--- src/rtl/pipe_stage_reg.sv ---
// pipe_stage_reg: 2-entry skid-buffer pipeline register with registered in_ready.
// Define PIPE_STAGE_STATS_EN to enable the saturating downstream stall counter.
module pipe_stage_reg #(
  parameter int PD_W = 32,
  parameter int RD_W = 5
) (
  input  logic            clk,
  input  logic            Reset,
  input  logic            in_valid,
  output logic            in_ready,
  input  logic [PD_W-1:0] in_pd,
  input  logic [RD_W-1:0] in_rd,
  input  logic            in_rf_le,
  input  logic            flush,
  output logic            out_valid,
  input  logic            out_ready,
  output logic [PD_W-1:0] out_pd,
  output logic [RD_W-1:0] out_rd,
  output logic            out_rf_le,
  output logic [15:0]     stall_cnt
);
  typedef enum logic [1:0] {EMPTY, ONE, FULL} state_t;
  state_t state_q, state_d;
  logic in_ready_q, in_ready_d;
  logic [PD_W-1:0] main_pd_q, main_pd_d, skid_pd_q, skid_pd_d;
  logic [RD_W-1:0] main_rd_q, main_rd_d, skid_rd_q, skid_rd_d;
  logic main_le_q, main_le_d, skid_le_q, skid_le_d;
  logic accept, drain, main_load, skid_load, main_from_skid;
  assign accept = in_valid & in_ready_q;
  assign drain  = out_valid & out_ready;
  always_ff @(posedge clk or negedge Reset) begin
    if (!Reset) begin
      state_q    <= EMPTY;
      in_ready_q <= 1'b1;
      main_pd_q  <= '0;
      main_rd_q  <= '0;
      main_le_q  <= 1'b0;
      skid_pd_q  <= '0;
      skid_rd_q  <= '0;
      skid_le_q  <= 1'b0;
    end else begin
      state_q    <= state_d;
      in_ready_q <= in_ready_d;
      main_pd_q  <= main_pd_d;
      main_rd_q  <= main_rd_d;
      main_le_q  <= main_le_d;
      skid_pd_q  <= skid_pd_d;
      skid_rd_q  <= skid_rd_d;
      skid_le_q  <= skid_le_d;
    end
  end
  always_comb begin
    state_d = flush            ? EMPTY :
              state_q == EMPTY ? (accept ? ONE : EMPTY) :
              state_q == ONE   ? ((accept & ~drain) ? FULL : (~accept & drain) ? EMPTY : ONE) :
                                 (drain ? ONE : FULL);
    in_ready_d = state_d != FULL;
  end
  // Flush only moves the state; data registers keep their contents so outputs hold.
  always_comb begin
    main_load      = ~flush & accept & (state_q == EMPTY | (state_q == ONE & drain));
    skid_load      = ~flush & accept & state_q == ONE & ~drain;
    main_from_skid = ~flush & state_q == FULL & drain;
    main_pd_d = main_load ? in_pd    : main_from_skid ? skid_pd_q : main_pd_q;
    main_rd_d = main_load ? in_rd    : main_from_skid ? skid_rd_q : main_rd_q;
    main_le_d = main_load ? in_rf_le : main_from_skid ? skid_le_q : main_le_q;
    skid_pd_d = skid_load ? in_pd    : skid_pd_q;
    skid_rd_d = skid_load ? in_rd    : skid_rd_q;
    skid_le_d = skid_load ? in_rf_le : skid_le_q;
  end
  always_comb begin
    out_valid = state_q != EMPTY;
    out_rf_le = out_valid & main_le_q;
    out_pd    = main_pd_q;
    out_rd    = main_rd_q;
    in_ready  = in_ready_q;
  end
`ifdef PIPE_STAGE_STATS_EN
  logic [15:0] stall_q, stall_d;
  always_comb stall_d = (out_valid & ~out_ready & ~&stall_q) ? stall_q + 16'd1 : stall_q;
  always_ff @(posedge clk or negedge Reset) begin
    if (!Reset) stall_q <= '0;
    else stall_q <= stall_d;
  end
  assign stall_cnt = stall_q;
`else
  assign stall_cnt = 16'd0;
`endif
endmodule
--- config.mk ---
export PLATFORM = sky130hd
export DESIGN_NAME = pipe_stage_reg
export DESIGN_NICKNAME = d
export VERILOG_FILES = /design/src/rtl/pipe_stage_reg.sv
export SDC_FILE = /design/constraint.sdc
export NUM_CORES = 1
export LEC_CHECK = 0
export ABC_AREA = 1
export BUFFER_PORTS_ARGS = -buffer_cell sky130_fd_sc_hd__buf_2
export CORE_ASPECT_RATIO = 1.75
export CORE_MARGIN = 5
export CORE_UTILIZATION = 30
export DETAILED_ROUTE_END_ITERATION = 16
export HOLD_SLACK_MARGIN = 0.05
export PLACE_DENSITY = 0.54
export SLEW_MARGIN = 20
export SYNTH_ARGS = -nofsm -noshare
export SYNTH_HDL_FRONTEND = slang
export SYNTH_SLANG_ARGS = --single-unit
--- constraint.sdc ---
create_clock -name clk -period 2.66 [get_ports clk]
set_clock_uncertainty 0.2 [all_clocks]
set_input_delay 0.133 -clock clk [delete_from_list [all_inputs] [get_ports clk]]
set_output_delay 0.133 -clock clk [all_outputs]
set_load 0.01 [all_outputs]
* Yosys cells after proc, flatten, opt, wreduce, memory -nomap -nowiden *
Index checks and enable logic that the tools add are counted.

word-level totals
  word-level logic and storage cells = 43
  output and inout bits = 56
  bits of input ports = 43
  bits in registers = 79

operators by class
  reduce and logical (&&, ||, !) cells = 3
  muxes and demuxes = 13
  bitwise gates (word level) = 16
  equal/unequal tests = 3

operators with widths
  operator                                                               count
  32-bit 2-to-1 mux                                                      2
  1-bit bitwise AND                                                      12
  2-bit 2-to-1 mux                                                       5
  5-bit 2-to-1 mux                                                       2
  1-bit 2-to-1 mux                                                       4
  2-bit nonzero test                                                     2
  1-bit NOT                                                              3
  2-bit by 1-bit equality test with 1-bit output, second input constant  1
  2-bit equality test, second input constant                             1
  2-bit logical NOT                                                      1
  2-bit != test, second input constant                                   1
  1-bit bitwise OR                                                       1

* Longest topological paths before layout *
  depth in word-level cells = 9
  mapped depth = 8

* Worst setup path after synthesis *
OpenSTA, ideal clock, no wires.

  path kind = register to register
  from = register in_ready_q (netlist: in_ready)
  to = register main_pd_q[0] (netlist: out_pd[0])
  data required time = 2.344 ns
  slack = 1.051 ns
  setup time = 0.116 ns
  cell stages (with the launch flop) = 8
  arrival time = 1.292 ns
  path buffers = 2
  cell sequence = dfstp_2 nand2_1 nor2_2 nand2_1 buf_2 buf_2 nand3_1 nand2_1

on the way
  longest elaborated chain between the ends = 4
  elaborated cells on any way between the ends = 5
  those cells by class = mux (1); bitwise (3); reduce/logical (1)

RTL lines
  element                                                  RTL line  RTL
  start: declaration                                       24        logic in_ready_q, in_ready_d;
  start signal: assignment                                 43        in_ready_q <= in_ready_d;
  1-bit bitwise AND (*)                                    29        assign accept = in_valid & in_ready_q;
  1-bit bitwise AND (*) (2 in series)                      61        main_load = ~flush & accept & (state_q == EMPTY | (state_q == ONE & drain));
  32-bit 2-to-1 mux or 2-bit nonzero test (tied branches)  -
  end signal: assignment                                   44        main_pd_q <= main_pd_d;
  end: declaration                                         25        logic [PD_W-1:0] main_pd_q, main_pd_d, skid_pd_q, skid_pd_d;

Mark *: on every way between the ends. The rest lies on a longest branch, timed or not.
A chain may end at the register's enable or synchronous reset.

* Worst setup path in the final report *
  from = register in_ready_q (netlist: in_ready)
  to = register skid_pd_q[7]

on the way
  longest elaborated chain between the ends = 4

RTL lines
  element                          RTL line  RTL
  1-bit bitwise AND                29
  1-bit bitwise AND (3 in series)  62        skid_load = ~flush & accept & state_q == ONE & ~drain;
  end signal: assignment           47        skid_pd_q <= skid_pd_d;
  end: declaration                 25

No other way between the ends.

==> impl_metrics.py <==
metrics = {
    "final_layout": {
        "nets": 662,
        "num_antenna_cells": 0,
        "drive_gt1_frac": 0.184,
        "final_util": 0.407,
        "areaGrowthSynthToFinish_pct": 34.1,
    },
    "critical_path": {
        "r2r-start": "in_ready",
        "crit-reg2reg-capture": "skid_pd_q[7]",
        "crit_chain": "nand2_1 > nor2_4 > buf_4 > nand3_1 > dlygate4sd3_1 > nand2_1",
        "r2r_slack_ns": 0.17,
        "worstPathMaxFanout": 77,
        "crit_path_end_kind": "flip-flop",
        "slowest_stage": "dlygate4sd3_1",
        "arrival_ns": 2.55,
        "path_common_cell": "nand2_1",
        "critical_path_class": "flip-flop to flip-flop",
        "worst_ep_required_time_ns": 2.73,
        "cp-start-kind": "flip-flop",
        "ff2ff_path_depth": 6,
        "crit_path_max_incr_delay_ns": 0.61,
    },
    "min_path": {
        "min_from": "in_valid",
        "holdPathEnd": "state_q[0]",
        "hold_depth": 5,
        "min_path_type": "input pin to flip-flop",
    },
    "logic_synthesis": {
        "synth_area_leaders": "dfrtp_1 (50%), nand3_1 (20%), nand2_1 (15%)",
        "seq_area_frac_synth": 0.507,
        "synth.distinct_cells": 17,
        "synth_top_area_share": 0.500,
        "synth.avg_cell_area_um2": 7.87,
        "synth_top_cell_by_area": "dfrtp_1",
        "ys_ff_latch": 79,
        "synthesis.area_um2": 3900,
        "ys.warnings.count": 0,
        "synthCells": 496,
    },
    "place": {
        "gp_congestion": 0.741,
        "dp_hpwl_um": 6790,
        "io_buffers": 82,
    },
    "timing": {
        "worstMarginPinSlew_ns": 0.777,
        "finalCritPeriodShare": 0.935,
        "timing.setup.tns_ns": 0,
        "setup_viol": 0,
        "slew_viol_final": 0,
        "min_period_ns": 2.49,
        "fmax_ghz": 0.402,
        "hold_violations": 0,
        "rsz0062_at_grt": "false",
        "maxSlewHeadroom": 0.480,
    },
    "clock_network": {
        "cts_hold_buf": 58,
        "clk_path_buf_depth": 2,
        "cts.repair.resized": 0,
        "cts_setup_buffers": 0,
        "h-tree-depth": 3,
        "cts_tree": "yes",
        "clock-sinks": 79,
        "clock-root-buffer": "clkbuf_16",
        "clk_pin_slew_ns": 0.06,
        "clk_latency_ns": 0.33,
        "cts_buffers": 9,
    },
    "global_routing": {
        "grt.total_usage": 0.141,
        "grt_pass1_vias": 3684,
        "grt_overflow_total": 0,
        "grt_pass1_wl_um": 17500,
        "grt_max_degree": 78,
        "antenna_found_initial": 0,
    },
    "floorplanning": {
        "start_util": 0.303,
        "die_w_um": 96.2,
        "rows": 55,
        "core_um2": 12900,
        "boundaryPins": 99,
        "fp.dieArea_um2": 15500,
        "die_height_um": 161,
    },
    "route": {
        "final_antenna_net_count": 0,
        "drcViolationCount": 0,
        "first_pass_iters": 4,
        "post_drt_wl_per_cell_um": 13.2,
        "routed_wl_um": 10500,
        "drtIter0Drc": 175,
        "vias_per_cell": 4.57,
        "vias": 3636,
    },
    "outcome": {
        "status": "finished clean",
    },
    "power_and_ir_drop": {
        "powerDensity_nw_per_um2": 669,
        "power_leakage_nw": 2.79,
        "vdd_drop_max_mv": 0.289,
    },
    "job": {
        "max-cap-violations": 0,
    },
}
-- worst max-delay path: cells and delay by family (launching register included) --
family,cells,cell delay [ns]
buffers and inverters,2,1.21
flip-flops,1,0.54
AND/OR/NAND/NOR,4,0.47
-- area by class of cell --
class                           count  area (um^2)
Fill cell                        1363         7630
Sequential cell                    79         1980
Multi-Input combinational cell    338         1510
Timing Repair Buffer              149         1060
Clock buffer                       14          274
Tap cell                          171          214
Inverter                           42          158
Clock inverter                      2         37.5
-- layer usage --
metal / vias up / share of wire / track usage
li1: 1793 / - / -
met1: 1736 / 0.42 / 0.171
met2: 95 / 0.52 / 0.241
met3: 12 / 0.050 / 0.0276
met4: 0 / 0.018 / 0.0551
met5: - / 0 / 0
-- worst max path at each step --
stage          slack (ns)            end     start
2_1_floorplan        1.05      out_pd[0]  in_ready
4_1_cts              0.23  skid_pd_q[11]  in_ready
6_report             0.17   skid_pd_q[7]  in_ready
3_3_place_gp         0.48  skid_pd_q[12]  in_ready
3_5_place_dp         0.43   skid_rd_q[3]  in_ready
5_1_grt              0.06   skid_pd_q[7]  in_ready
-- flip-flops by register name (all words and copies together), names as in the netlist --
name and flops:
out_pd 32, skid_le_q 1, main_le_q 1, skid_pd_q 32, state_q 2, in_ready 1, skid_rd_q 5, out_rd 5
-- Yosys cell counts --
master,n
or2_2,1
a21oi_2,1
dfstp_2,1
nor2_1,1
buf_2,15
nand2_1,160
o21a_1,1
nand3_1,153
nor2_2,4
a21oi_1,1
conb_1,1
inv_1,40
buf_4,30
buf_6,2
clkbuf_1,5
inv_2,2
dfrtp_1,78
-- kinds of logic after synthesis --
| logic type | synth area share |
|---|---|
| other cells | 0.000961 |
| simple gates | 0.359 |
| buf+inv | 0.128 |
| compound gates | 0.00545 |
| flops | 0.507 |
-- report_power, final --
group | internal [W] | switching [W] | leakage [nW]
logic | 0.000271 | 0.000376 | 1.65
clock network | 0.000805 | 0.000461 | 0.149
registers | 0.00145 | 0.000136 | 0.992
-- metrics by stage --
step                      instances  area (um^2)  setup WS (ns)  total power (W)  hold WS (ns)
final                           795         5240          0.173          0.00350        0.0820
after global routing            795         5240         0.0585          0.00371         0.110
after CTS                       795         5240          0.231          0.00356        0.0672
after detailed placement        721         4340          0.430          0.00222       -0.0329
after global placement          721         4340          0.482          0.00219       -0.0481
after floorplan                 511         3960           1.05          0.00197        -0.363
-- layout by cell type (no fill, tap or decap), drive strengths merged --
cell,instances
clkbuf,14
a21oi,2
or2,1
nand2,160
nand3,153
bufinv,1
inv,42
dfstp,1
dlygate4sd3,58
dfrtp,78
nor2,5
conb,16
clkinvlp,1
o21a,1
buf,91
(Power assumes the default switching activity.)
